--- src/rtl/apuf_eval_ctrl_if.sv ---
// Challenge/response bundle between the host command layer, the evaluation
// sequencer and the arbiter PUF it drives.
interface apuf_eval_ctrl_if #(
  parameter int CHAL_W = 64,
  parameter int CNT_W  = 4
);
  logic [CHAL_W-1:0] chal_in;
  logic              chal_valid;
  logic              chal_ready;
  logic [CHAL_W-1:0] c;
  logic              tigSignal;
  logic              respReady;
  logic              respBit;
  logic              resp_valid;
  logic              resp_bit;
  logic [CNT_W-1:0]  ones_cnt;
  logic              timeout;

  // master: host plus APUF side; slave: the sequencer
  modport master (
    output chal_in, chal_valid, respReady, respBit,
    input  chal_ready, c, tigSignal, resp_valid, resp_bit, ones_cnt, timeout
  );
  modport slave (
    input  chal_in, chal_valid, respReady, respBit,
    output chal_ready, c, tigSignal, resp_valid, resp_bit, ones_cnt, timeout
  );
endinterface

--- src/rtl/apuf_eval_ctrl.sv ---
// Evaluation sequencer for one classic arbiter PUF: holds the challenge, fires the
// trigger NUM_EVAL times with settle/relax gaps and majority-votes the responses.
module apuf_eval_ctrl #(
  parameter int CHAL_W      = 64,
  parameter int NUM_EVAL    = 15,
  parameter int SETTLE_CYC  = 4,
  parameter int TIMEOUT_CYC = 255
) (
  input logic             clk,
  input logic             rst,
  apuf_eval_ctrl_if.slave bus
);
  localparam int CNT_W = $clog2(NUM_EVAL + 1);
  localparam int SET_W = $clog2(SETTLE_CYC) + 1;
  localparam int TO_W  = $clog2(TIMEOUT_CYC) + 1;

  typedef enum logic [2:0] {IDLE, SETTLE, FIRE, WAIT, RELAX, DONE} evalState_t;

  evalState_t        state;
  logic [CHAL_W-1:0] cReg;
  logic              tig;
  logic              respValid;
  logic              respBitReg;
  logic [CNT_W-1:0]  onesCnt;
  logic              timeoutReg;
  logic [CNT_W-1:0]  evalCnt;
  logic [SET_W-1:0]  settleCnt;
  logic [TO_W-1:0]   toCnt;

  // NUM_EVAL is odd, so a strict "more than half" never ties
  function automatic logic majority(input logic [CNT_W-1:0] ones);
    return ones > CNT_W'(NUM_EVAL / 2);
  endfunction

  always_ff @(posedge clk) begin
    if (rst) begin
      state      <= IDLE;
      cReg       <= '0;
      tig        <= 1'b0;
      respValid  <= 1'b0;
      respBitReg <= 1'b0;
      onesCnt    <= '0;
      timeoutReg <= 1'b0;
      evalCnt    <= '0;
      settleCnt  <= '0;
      toCnt      <= '0;
    end else begin
      respValid <= 1'b0;
      case (state)
        IDLE: begin
          if (bus.chal_valid) begin
            cReg       <= bus.chal_in;
            onesCnt    <= '0;
            timeoutReg <= 1'b0;
            respBitReg <= 1'b0;
            evalCnt    <= '0;
            settleCnt  <= '0;
            state      <= SETTLE;
          end
        end
        SETTLE: begin
          tig <= 1'b0;
          if (settleCnt == SET_W'(SETTLE_CYC - 1)) state <= FIRE;
          else settleCnt <= settleCnt + SET_W'(1);
        end
        FIRE: begin
          tig       <= 1'b1;
          toCnt     <= '0;
          settleCnt <= '0;
          state     <= WAIT;
        end
        // a response on the final timeout cycle takes priority over the abort
        WAIT: begin
          if (bus.respReady) begin
            onesCnt <= onesCnt + CNT_W'(bus.respBit);
            evalCnt <= evalCnt + CNT_W'(1);
            state   <= RELAX;
          end else if (toCnt == TO_W'(TIMEOUT_CYC - 1)) begin
            timeoutReg <= 1'b1;
            respBitReg <= 1'b0;
            respValid  <= 1'b1;
            state      <= DONE;
          end else begin
            toCnt <= toCnt + TO_W'(1);
          end
        end
        RELAX: begin
          tig <= 1'b0;
          if (!bus.respReady) begin
            if (evalCnt == CNT_W'(NUM_EVAL)) begin
              respBitReg <= majority(onesCnt);
              respValid  <= 1'b1;
              state      <= DONE;
            end else begin
              state <= SETTLE;
            end
          end
        end
        DONE: begin
          tig   <= 1'b0;
          state <= IDLE;
        end
        default: state <= IDLE;
      endcase
    end
  end

  assign bus.chal_ready = (state == IDLE);
  assign bus.c          = cReg;
  assign bus.tigSignal  = tig;
  assign bus.resp_valid = respValid;
  assign bus.resp_bit   = respBitReg;
  assign bus.ones_cnt   = onesCnt;
  assign bus.timeout    = timeoutReg;
endmodule

--- src/flat_wrapper.sv ---
// flat-port wrapper written by rule: the top's interface ports become plain ports
module apuf_eval_ctrl_flat 
#(
  parameter int CHAL_W      = 64,
  parameter int NUM_EVAL    = 15,
  parameter int SETTLE_CYC  = 4,
  parameter int TIMEOUT_CYC = 255
)
  (clk, rst, bus_chal_in, bus_chal_valid, bus_respReady, bus_respBit, bus_chal_ready, bus_c, bus_tigSignal, bus_resp_valid, bus_resp_bit, bus_ones_cnt, bus_timeout);
  apuf_eval_ctrl_if #(.CHAL_W(CHAL_W), .CNT_W(4)) bus_i ();
  input logic clk;
  input logic rst;
  input wire logic [$bits(bus_i.chal_in)-1:0] bus_chal_in;
  input wire logic [$bits(bus_i.chal_valid)-1:0] bus_chal_valid;
  input wire logic [$bits(bus_i.respReady)-1:0] bus_respReady;
  input wire logic [$bits(bus_i.respBit)-1:0] bus_respBit;
  output wire logic [$bits(bus_i.chal_ready)-1:0] bus_chal_ready;
  output wire logic [$bits(bus_i.c)-1:0] bus_c;
  output wire logic [$bits(bus_i.tigSignal)-1:0] bus_tigSignal;
  output wire logic [$bits(bus_i.resp_valid)-1:0] bus_resp_valid;
  output wire logic [$bits(bus_i.resp_bit)-1:0] bus_resp_bit;
  output wire logic [$bits(bus_i.ones_cnt)-1:0] bus_ones_cnt;
  output wire logic [$bits(bus_i.timeout)-1:0] bus_timeout;
  assign bus_i.chal_in = bus_chal_in;
  assign bus_i.chal_valid = bus_chal_valid;
  assign bus_i.respReady = bus_respReady;
  assign bus_i.respBit = bus_respBit;
  assign bus_chal_ready = bus_i.chal_ready;
  assign bus_c = bus_i.c;
  assign bus_tigSignal = bus_i.tigSignal;
  assign bus_resp_valid = bus_i.resp_valid;
  assign bus_resp_bit = bus_i.resp_bit;
  assign bus_ones_cnt = bus_i.ones_cnt;
  assign bus_timeout = bus_i.timeout;
  apuf_eval_ctrl #(.CHAL_W(CHAL_W), .NUM_EVAL(NUM_EVAL), .SETTLE_CYC(SETTLE_CYC), .TIMEOUT_CYC(TIMEOUT_CYC)) u_core (.clk(clk), .rst(rst), .bus(bus_i));
endmodule
--- config.mk ---
export PLATFORM = sky130hd
export DESIGN_NAME = apuf_eval_ctrl_flat
export DESIGN_NICKNAME = d
export VERILOG_FILES = /design/src/rtl/apuf_eval_ctrl_if.sv /design/src/rtl/apuf_eval_ctrl.sv /design/src/flat_wrapper.sv
export SDC_FILE = /design/constraint.sdc
export NUM_CORES = 1
export LEC_CHECK = 0
export CORE_MARGIN = 2
export CORE_UTILIZATION = 48
export CTS_BUF_LIST = sky130_fd_sc_hd__clkbuf_8
export CTS_CLUSTER_SIZE = 8
export DETAILED_ROUTE_END_ITERATION = 16
export PLACE_DENSITY = 0.87
export SLEW_MARGIN = 0
export SYNTH_ARGS = -nofsm -noshare
export SYNTH_HDL_FRONTEND = slang
export SYNTH_SLANG_ARGS = --single-unit
--- constraint.sdc ---
create_clock -name clk -period 4.55 [get_ports clk]
set_input_delay 0.91 -clock clk [delete_from_list [all_inputs] [get_ports clk]]
set_output_delay 0.91 -clock clk [all_outputs]
set_load 0.03 [all_outputs]
==> impl_results.md, run 1 <==
* Result of the run: finished, final reports clean
* Crit. End Element: output port
* Residual antenna-violating net count after detailed routing at 0
* Remaining design rule violation count at 0
* Total via count after detailed routing at ~3,500
* Final TNS setup at 0 ns
* Number of antenna violations at the first check in global routing at 0
* Cell types with the highest counts after synthesis: sky130_fd_sc_hd__nand2_1 (139), sky130_fd_sc_hd__dfxtp_1 (91), sky130_fd_sc_hd__a21oi_1 (73)
* Total number of placement rows at 31
* Die Wd at 90.6 µm
* Hold-fix buffer count after cts at 0
* Hold WC Path Type: reg2reg
* Clock transition at the registers of the reported paths at ~0.09 ns
* Vias in the first global route at 3,210
* Input/output buffers at about 140
* Buffer count from post-CTS setup fixing at 0
* Hold Fails Final Rpt at 0
* Count of endpoints failing setup in the final report at 0
* Req. time, crit path at about 3.6 ns
* Post-Syn Nets at 519
* Die Area at roughly 8200 µm²
* Maximum root-to-sink buffer count at 2
* Floorplan Core Area at just over 7000 µm²
* Via density per instance at just over 5
* Resized Gates After CTS at 0
* Number of different library cells in the post-synthesis netlist at between 40 and 50
* Most common cell in the netlist: sky130_fd_sc_hd__nand2_1
* Primary FF master, synth: sky130_fd_sc_hd__dfxtp_1
* Post-DP HPWL at roughly 6600 µm
* Cell Area, Synth at between 3000 and 4000 µm²
* Routed wire length at ~9300 µm
* RSZ-0062 raised after global routing: no
* Die Ht at about 91 µm
* Share of the core filled with cells at 0.718
* Simple-gate share of the synthesized area at 0.224
* Power Dens Cells at approximately 320 nW/µm²
* Number of cells on the worst hold path at 2
* Share of layout cells above drive strength 1 at 0.0507
* Tmin final at around 2.8 ns
* Cts bufs inserted at 9
* Static power due to leakage at around 1.9 nW
* Per-instance average area after synthesis at 8.13 µm²
* CTS Root Cell: sky130_fd_sc_hd__clkbuf_8
* Synth Area in Compound Gates at 0.170
* Count of routing violations after the opening detailed-route iteration at 157
* Maximum capacitance violations at 0
* Xor and xnor fraction of the mapped netlist area at 0.00973
* # fillers at roughly 570
* Antenna cell count at 0
* Top cell type by total area after synthesis: sky130_fd_sc_hd__dfxtp_1
* Worst relative slew slack at 0.583
* Share of the yosys chip area belonging to registers at 0.506
* Gate count of the mapped netlist at 443
* Clock skew at 0.0104 ns
* Number of clock sinks at between 90 and 100
* Actual slew at the worst max-slew pin at slightly above 0.6 ns
* Number of placed I/O pins at between 100 and 150
* Area growth, synth to finish at 44.6%
* Max-slew violation count at 0
* Source-to-sink clock delay at the later pin of the worst-skew pair at 0.35 ns
* Category of the worst setup path launch point: flip-flop
* Worst vdd rail ir drop at around 180 µV
* Worst Path Max Fanout at 14
* Dominant combinational cell family by area after synthesis: simple AND/OR/NAND/NOR gates
* F_max at between 300 and 400 MHz
* Starting density of the core at 0.497
* Global placer's final weighted congestion at slightly above 0.9
* Cell types with the largest area share after synthesis: sky130_fd_sc_hd__dfxtp_1 (51%), sky130_fd_sc_hd__nand2_1 (14%), sky130_fd_sc_hd__a21oi_1 (10%), sky130_fd_sc_hd__ha_1 (2.4%), sky130_fd_sc_hd__mux2i_1 (1.7%)
* Wire length of the first global-routing pass at 15,300 µm
* Routed wire per std cell at between 10 and 15 µm
* Minimum hold slack at around 0.46 ns
* Drt first pass iters at 4
* H-tree lvl count at 3
* Total overflow reported by the global router at 0
* Count of flip-flops with a built-in enable after synthesis at 0
* Final worst path period share at 0.612
* Worst path arrival time at 1.88 ns
* Asr flop ratio synth at 0
* Class of the most critical setup path: reg2out
* Proportion of synthesized area in mux cells at 0.0167
* Final layout net count at approximately 640
* Flop and latch count out of synthesis at 91
* Number of cells traversed by the worst register-to-register path at 5
* Gr usage total at 0.227
* Largest net degree at the start of global routing at between 50 and 60
* Clock tree from TritonCTS: yes
* Share of the synthesized area in the top cell type at 0.506
* Number of warnings printed during yosys synthesis at 0
* Adder and majority gate portion of the synthesized area at 0.0243
-- cells in the final DEF, fill, tap and decap left out, types with 2 or more instances in the layout --
master / n
sky130_fd_sc_hd__a31oi_1: 4
sky130_fd_sc_hd__or4_1: 3
sky130_fd_sc_hd__a21oi_1: 73
sky130_fd_sc_hd__clkdlybuf4s50_1: 140
sky130_fd_sc_hd__o2111ai_1: 2
sky130_fd_sc_hd__clkinvlp_4: 2
sky130_fd_sc_hd__nand2_1: 138
sky130_fd_sc_hd__inv_1: 8
sky130_fd_sc_hd__mux2i_1: 6
sky130_fd_sc_hd__and4b_1: 2
sky130_fd_sc_hd__dfxtp_1: 91
sky130_fd_sc_hd__a22oi_1: 3
sky130_fd_sc_hd__nand3_1: 7
sky130_fd_sc_hd__o21ai_0: 7
sky130_fd_sc_hd__a211oi_1: 3
sky130_fd_sc_hd__clkbuf_8: 10
sky130_fd_sc_hd__buf_4: 4
sky130_fd_sc_hd__nand4_1: 2
sky130_fd_sc_hd__nor3_1: 10
sky130_fd_sc_hd__ha_1: 7
sky130_fd_sc_hd__nor2_1: 16
sky130_fd_sc_hd__xor2_1: 4
-- where the power goes --
group	total, W	internal, W	switching, W
registers	0.000848	0.000830	0.0000183
logic	0.000288	0.000132	0.000156
clock network	0.000513	0.000219	0.000293
total	0.00165	0.00118	0.000468
-- final timing paths --
check	startpoint	end	slack (ns)
setup / recovery	u_core.state[2]	bus_chal_ready	1.76
hold / removal	u_core.bus.c[53]	u_core.bus.c[53]	0.46
setup reg to reg	u_core.state[2]	u_core.bus.ones_cnt[3]	2.43
hold reg to reg	u_core.bus.c[53]	u_core.bus.c[53]	0.46
-- sequential cells by signal, summed over array words and instances (netlist names) --
register	flops
u_core.bus.c	64
u_core.bus.ones_cnt	4
u_core.bus.resp_bit	1
u_core.bus.resp_valid	1
u_core.bus.tigSignal	1
u_core.bus.timeout	1
u_core.evalCnt	4
u_core.settleCnt	3
u_core.state	3
u_core.toCnt	9
-- per-stage QoR --
stage	setup WS, ns	power, W	std cells	instance area [µm²]
floorplan	2.39	0.00101	443	3600
global placement	1.63	0.00115	655	5020
detailed placement	1.57	0.00116	655	5020
CTS	1.76	0.00166	671	5210
global route	1.70	0.00172	671	5210
finish	1.76	0.00165	671	5210
-- cell type report --
| type | instances | area [µm²] | share of cell area |
|---|---|---|---|
| clock inverter | 6 | 48.8 | 0.00937 |
| multi-input combinational | 312 | 1610 | 0.309 |
| sequential | 91 | 1820 | 0.350 |
| clock buffer | 10 | 138 | 0.0264 |
| tap | 99 | 124 | 0.0238 |
| timing repair buffer | 145 | 1440 | 0.276 |
| inverter | 8 | 30.0 | 0.00577 |
-- cell families (layout without fill, tap and decap cells) --
logic type                 Yosys count  in the layout
xor gates and xnor gates             4              4
buffers and inverters               40            169
and+or+nand+nor                    190            190
adders and majority gates            7              7
DFF                                 91             91
AOI/OAI and AO/OA                  105            105
muxes                                6              6
-- critical path: stages, from the launching register on --
cell	delay [ns]
sky130_fd_sc_hd__dfxtp_1	0.46
sky130_fd_sc_hd__nor3_1	0.34
sky130_fd_sc_hd__clkdlybuf4s50_1	0.73
-- routing by layer --
| metal | wire length (µm) | global-route usage | part of all wire | up-vias |
|---|---|---|---|---|
| li1 | - | - | - | 1746 |
| met1 | 3920 | 0.280 | 0.42 | 1592 |
| met2 | 4600 | 0.380 | 0.50 | 121 |
| met3 | 538 | 0.0576 | 0.058 | 17 |
| met4 | 216 | 0.0936 | 0.023 | 0 |
| met5 | 0 | 0 | 0 | - |
Power figures use the tool's default switching activity.
==> run 2: changes to the inputs <==
- CORE_UTILIZATION: 48 -> 45
- PLACE_DENSITY: 0.87 -> 0.82
- clock period: 4.55 -> 2.8 ns (I/O delays scaled with it)
==> impl_results.md, run 2 (synthesized netlist as in run 1, its figures left out) <==
* Result of the run: finished, final reports clean (unchanged)
* Drt first pass iters at 4 (unchanged)
* Top Layer Used: met4 (unchanged)
* Wire length on met1 at 3900 µm (was 3920 µm)
* Commonest cells after routing, fill and taps aside: sky130_fd_sc_hd__clkdlybuf4s50_1 (140), sky130_fd_sc_hd__nand2_1 (138), sky130_fd_sc_hd__dfxtp_1 (91), sky130_fd_sc_hd__a21oi_1 (73), sky130_fd_sc_hd__nor2_1 (16) (unchanged)
* Dpl ws at 0.475 ns (was 1.57 ns)
* Largest net degree at the start of global routing at 49 (was 55)
* Max stage delay on crit path at 0.78 ns (was 0.73 ns)
* Family with the most delay on the worst path: buffers and inverters (unchanged)
* Class of the most critical setup path: reg2out (unchanged)
* H-tree lvl count at 3 (unchanged)
* Area occupied by multi-input gates at 1610 µm² (unchanged)
* Count of endpoints failing setup in the final report at 0 (unchanged)
* Flip-flop count of the largest register, all copies and words added at 64 (unchanged)
* Final worst path period share at 0.944
* CTS Root Cell: sky130_fd_sc_hd__clkbuf_8 (unchanged)
* Worst vdd rail ir drop at 311 µV (was 181 µV)
* Proportion of total power due to net switching at 0.276 (was 0.284)
* Number of antenna violations at the first check in global routing at 0 (unchanged)
* Clock transition at the registers of the reported paths at 0.09 ns (about the same)
* Maximum capacitance violations at 0 (unchanged)
* Post-layout power at 0.00268 W (was 0.00165 W)
* Routed wire length at 9240 µm (was 9270 µm)
* Maximum root-to-sink buffer count at 2 (unchanged)
* Worst Path Max Fanout at 13 (was 14)
* Launch point of the worst hold path: u_core.bus.c[11] (was u_core.bus.c[53])
* Remaining design rule violation count at 0 (unchanged)
* Dpl cells at 662 (was 655)
* Final layout net count at 647 (was 643)
* Critical path, cell by cell: nor3_1 -> clkdlybuf4s50_1 (unchanged)
* Post-DP HPWL at 6630 µm (was 6620 µm)
* Total length of routed met2 wires at 4520 µm (was 4600 µm)
* Max-slew violation count at 0 (unchanged)
* RSZ-0062 raised after global routing: no (unchanged)
* Starting density of the core at 0.466 (was 0.497)
* Critical path's slowest cell: sky130_fd_sc_hd__clkdlybuf4s50_1 (unchanged)
* Non-filler cells, final at 678 (was 671)
* Input/output buffers at 141 (unchanged)
* Wire length of the first global-routing pass at 14,700 µm (was 15,300 µm)
* Die Ht at 93.5 µm (was 90.6 µm)
* Antenna cell count at 0 (unchanged)
* Cts bufs inserted at 9 (unchanged)
* Comb pwr share at 0.176 (was 0.175)
* Met3 wire length at 660 µm (was 538 µm)
* Count of routing violations after the opening detailed-route iteration at 119 (was 157)
* Number of cells on the critical path at 2 (unchanged)
* Tmin final at between 2 and 3 ns
* Final TNS setup at 0 ns (unchanged)
* Actual slew at the worst max-slew pin at 0.697 ns (was 0.624 ns)
* Switching component of the power at 0.000742 W (was 0.000468 W)
* Sequential standard cell area at 1820 µm² (unchanged)
* Floorplan Core Area at 7730 µm² (was 7250 µm²)
* Setup slack, reg-to-reg at 0.71 ns (was 2.43 ns)
* Via density per instance at 5.14 (was 5.18)
* Worst relative slew slack at 0.536 (was 0.583)
* Die Wd at 93.5 µm (was 90.6 µm)
* F_max at 378 MHz
* Total via count after detailed routing at 3,484 (was 3,476)
* # fillers at 630 (was 566)
* Share of power burned in the clock network at 0.310 (was 0.311)
* Vias in the first global route at 3,185 (was 3,210)
* Worst path arrival time at 2.08 ns (was 1.88 ns)
* Power Dens Cells at 511 nW/µm² (was 317 nW/µm²)
* Most frequent standard cell in the layout excluding fill and tap cells: sky130_fd_sc_hd__clkdlybuf4s50_1 (unchanged)
* Hold WC Path Type: reg2reg (unchanged)
* Clock tree from TritonCTS: yes (unchanged)
* Number of cells traversed by the worst register-to-register path at 6 (was 5)
* Static power due to leakage at 1.92 nW (was 1.90 nW)
* Category of the worst setup path launch point: flip-flop (unchanged)
* Clock skew at 0.00805 ns (was 0.0104 ns)
* Share of layout cells above drive strength 1 at 0.0573 (was 0.0507)
* Buffer count from post-CTS setup fixing at 0 (unchanged)
* Residual antenna-violating net count after detailed routing at 0 (unchanged)
* Source of the worst register-to-register timing path: u_core.toCnt[0] (was u_core.state[2])
* FF-to-FF End: u_core.toCnt[8] (was u_core.bus.ones_cnt[3])
* Die Area at 8740 µm² (was 8210 µm²)
* Area growth, synth to finish at 45.9% (was 44.6%)
* Number of placed I/O pins at 142 (unchanged)
* Smallest setup slack after layout at 0.156 ns (was 1.76 ns)
* Hold-fix buffer count after cts at 0 (unchanged)
* Resized Gates After CTS at 0 (unchanged)
* P_int at 0.00194 W (was 0.00118 W)
* Total number of placement rows at 32 (was 31)
* Total overflow reported by the global router at 0 (unchanged)
* Global placer's final weighted congestion at 0.830 (was 0.931)
* Hold Fails Final Rpt at 0 (unchanged)
* Number of buffers and inverters on the critical path at 1 (unchanged)
* Source-to-sink clock delay at the later pin of the worst-skew pair at 0.35 ns (about the same)
* Req. time, crit path at 2.24 ns (was 3.64 ns)
* Gr usage total at 0.209 (was 0.227)
* Crit. End Element: output port (unchanged)
* Number of cells on the worst hold path at 2 (unchanged)
* Hold path endpoint: u_core.bus.c[11] (was u_core.bus.c[53])
* Number of clock sinks at 91 (unchanged)
* Routed wire per std cell at 13.6 µm (was 13.8 µm)
* Minimum hold slack at 0.456 ns (was 0.457 ns)
* Fraction of power consumed by sequential logic at 0.514 (about the same)
## run 2: routing by layer
metal  track usage  vias up
li1              -     1754
met1         0.258     1592
met2         0.348      124
met3        0.0532       14
met4        0.0809        0
met5             0        -
## run 2: worst reg2reg max path, cell delays in order (launching register included)
cell	delay, ns
sky130_fd_sc_hd__dfxtp_1	0.44
sky130_fd_sc_hd__inv_1	0.07
sky130_fd_sc_hd__ha_1	0.19
sky130_fd_sc_hd__and4b_1	0.30
sky130_fd_sc_hd__a2111o_1	0.50
sky130_fd_sc_hd__or4_1	0.42
sky130_fd_sc_hd__o21ai_0	0.10
## run 2: worst max path at each step
stage,startpoint,end,slack (ns)
3_5_place_dp,bus_chal_valid,u_core.evalCnt[3],0.47
4_1_cts,u_core.state[0],bus_chal_ready,0.20
2_1_floorplan,u_core.state[0],u_core.bus.resp_bit,0.79
6_report,u_core.state[0],bus_chal_ready,0.16
3_3_place_gp,bus_chal_valid,u_core.bus.ones_cnt[3],0.50
5_1_grt,u_core.state[0],bus_chal_ready,0.13
## run 2: through the flow
stage	cell area [µm²]	utilization
floorplan	3600	-
global placement	5070	0.656
detailed placement	5070	0.656
CTS	5260	0.680
global route	5260	0.680
finish	5260	0.680
## run 2: power by group through the flow
stage	clock [W]	sequential, W	combinational [W]
after floorplan	0	0.00151	0.000135
after global placement	0	0.00141	0.000469
after detailed placement	0	0.00141	0.000475
after CTS	0.000855	0.00138	0.000477
after global routing	0.000909	0.00139	0.000509
final	0.000832	0.00138	0.000473
## run 2: cell type report
cell class | instances | share of cell area
Sequential cell | 91 | 0.347
Multi-Input combinational cell | 312 | 0.306
Timing Repair Buffer | 149 | 0.281
Clock buffer | 11 | 0.0288
Tap cell | 102 | 0.0243
Clock inverter | 5 | 0.00690
Inverter | 8 | 0.00571
==> run 3: changes to the inputs <==
- CORE_MARGIN: 2 -> 1
- SLEW_MARGIN: 0 -> 10
==> impl_results.md, run 3 (synthesized netlist as in run 1, its figures left out) <==
* Result of the run: finished, final reports clean (unchanged)
* Worst path arrival time at 1.94 ns (was 2.08 ns)
* Residual antenna-violating net count after detailed routing at 0 (unchanged)
* Flip-flop count of the largest register, all copies and words added at 64 (unchanged)
* Minimum hold slack at 0.456 ns (about the same)
* Number of clock sinks at 91 (unchanged)
* Crit. End Element: output port (unchanged)
* Maximum capacitance violations at 0 (unchanged)
* Count of routing violations after the opening detailed-route iteration at 116 (was 119)
* Class of the most critical setup path: reg2out (unchanged)
* Number of placed I/O pins at 142 (unchanged)
* Wire length of the first global-routing pass at 15,100 µm (was 14,700 µm)
* Source-to-sink clock delay at the later pin of the worst-skew pair at 0.34 ns (was 0.35 ns)
* H-tree lvl count at 3 (unchanged)
* Via density per instance at 5.15 (was 5.14)
* Worst Path Max Fanout at 14 (was 13)
* Final worst path period share at 0.894 (was 0.944)
* Total number of placement rows at 32 (unchanged)
* Final layout net count at 644 (was 647)
* F_max at 400 MHz (was 378 MHz)
* # fillers at 619 (was 630)
* Clock transition at the registers of the reported paths at 0.08 ns (was 0.09 ns)
* Global placer's final weighted congestion at 0.843 (was 0.830)
* Total via count after detailed routing at 3,479 (was 3,484)
* Die Ht at 91.5 µm (was 93.5 µm)
* Max-slew violation count at 0 (unchanged)
* Number of cells traversed by the worst register-to-register path at 6 (unchanged)
* Floorplan Core Area at 7730 µm² (unchanged)
* Static power due to leakage at 1.92 nW (about the same)
* Number of cells on the worst hold path at 2 (unchanged)
* Die Area at 8370 µm² (was 8740 µm²)
* Clock skew at 0.0111 ns (was 0.00805 ns)
* Hold Fails Final Rpt at 0 (unchanged)
* Launch point of the worst hold path: u_core.bus.c[7] (was u_core.bus.c[11])
* Resized Gates After CTS at 0 (unchanged)
* Area occupied by multi-input gates at 1610 µm² (unchanged)
* Clock tree from TritonCTS: yes (unchanged)
* Antenna cell count at 0 (unchanged)
* Commonest cells after routing, fill and taps aside: sky130_fd_sc_hd__clkdlybuf4s50_1 (140), sky130_fd_sc_hd__nand2_1 (138), sky130_fd_sc_hd__dfxtp_1 (91), sky130_fd_sc_hd__a21oi_1 (73), sky130_fd_sc_hd__nor2_1 (16) (unchanged)
* Worst relative slew slack at 0.592 (was 0.536)
* Source of the worst register-to-register timing path: u_core.toCnt[0] (unchanged)
* Starting density of the core at 0.466 (unchanged)
* Cts bufs inserted at 9 (unchanged)
* Vias in the first global route at 3,404 (was 3,185)
* Total overflow reported by the global router at 0 (unchanged)
* Hold path endpoint: u_core.bus.c[7] (was u_core.bus.c[11])
* Maximum root-to-sink buffer count at 2 (unchanged)
* Hold WC Path Type: reg2reg (unchanged)
* FF-to-FF End: u_core.toCnt[8] (unchanged)
* Area growth, synth to finish at 45.5% (was 45.9%)
* Post-DP HPWL at 6270 µm (was 6630 µm)
* Actual slew at the worst max-slew pin at 0.613 ns (was 0.697 ns)
* RSZ-0062 raised after global routing: no (unchanged)
* Drt first pass iters at 4 (unchanged)
* Hold-fix buffer count after cts at 0 (unchanged)
* Buffer count from post-CTS setup fixing at 0 (unchanged)
* Category of the worst setup path launch point: flip-flop (unchanged)
* Routed wire per std cell at 13.3 µm (was 13.6 µm)
* Input/output buffers at 141 (unchanged)
* Tmin final at 2.50 ns (was 2.64 ns)
* Power Dens Cells at 517 nW/µm² (was 511 nW/µm²)
* Number of antenna violations at the first check in global routing at 0 (unchanged)
* Share of layout cells above drive strength 1 at 0.0489 (was 0.0573)
* Remaining design rule violation count at 0 (unchanged)
* Most frequent standard cell in the layout excluding fill and tap cells: sky130_fd_sc_hd__clkdlybuf4s50_1 (unchanged)
* Final TNS setup at 0 ns (unchanged)
* Routed wire length at 8980 µm (was 9240 µm)
* Sequential standard cell area at 1820 µm² (unchanged)
* Count of endpoints failing setup in the final report at 0 (unchanged)
* Gr usage total at 0.221 (was 0.209)
* Largest net degree at the start of global routing at 62 (was 49)
* Req. time, crit path at 2.24 ns (about the same)
* Setup slack, reg-to-reg at 0.72 ns (was 0.71 ns)
* Die Wd at 91.5 µm (was 93.5 µm)
* CTS Root Cell: sky130_fd_sc_hd__clkbuf_8 (unchanged)
* Worst vdd rail ir drop at 315 µV (was 311 µV)
-- run 3: worst max-delay path by stage --
| stage | startpoint | to | slack (ns) | cells past startpoint |
|---|---|---|---|---|
| 5_1_grt | u_core.state[1] | bus_chal_ready | 0.22 | 2 |
| 3_3_place_gp | bus_chal_valid | u_core.bus.ones_cnt[3] | 0.49 | 6 |
| 3_5_place_dp | bus_chal_valid | u_core.bus.ones_cnt[3] | 0.43 | 6 |
| 2_1_floorplan | u_core.state[0] | u_core.bus.resp_bit | 0.79 | 5 |
| 4_1_cts | u_core.state[1] | bus_chal_ready | 0.28 | 2 |
| 6_report | u_core.state[2] | bus_chal_ready | 0.30 | 2 |
-- run 3: worst max-delay path, stage by stage, from the launching register on --
cell and delay (ns):
sky130_fd_sc_hd__dfxtp_1 0.45, sky130_fd_sc_hd__nor3_1 0.41, sky130_fd_sc_hd__clkdlybuf4s50_1 0.75
-- run 3: power breakdown --
part / internal, W / total, W / switching (W)
combinational: 0.000219 / 0.000470 / 0.000252
sequential: 0.00135 / 0.00138 / 0.0000301
clock: 0.000411 / 0.000860 / 0.000449
-- run 3: layout make-up --
cell class,instances,share of cell area
inverters,8,0.00573
clock inverters,7,0.0134
clock buffers,9,0.0236
multi-input cells,312,0.307
well taps,102,0.0244
repair buffers,146,0.278
flip-flops and latches,91,0.348
-- run 3: metrics by stage --
| stage | util | worst slack, ns | total power (W) | cell area (µm²) | std cells |
|---|---|---|---|---|---|
| after floorplan | - | 0.790 | 0.00164 | 3600 | 443 |
| after global placement | 0.653 | 0.487 | 0.00187 | 5050 | 659 |
| after detailed placement | 0.653 | 0.432 | 0.00188 | 5050 | 659 |
| after CTS | 0.678 | 0.278 | 0.00275 | 5240 | 675 |
| after global routing | 0.678 | 0.225 | 0.00285 | 5240 | 675 |
| final | 0.678 | 0.297 | 0.00271 | 5240 | 675 |
-- run 3: per-layer routing --
layer | track usage | routed length [µm]
met5 | 0 | 0
met4 | 0.0860 | 172
met3 | 0.0410 | 552
met2 | 0.398 | 4440
met1 | 0.257 | 3810
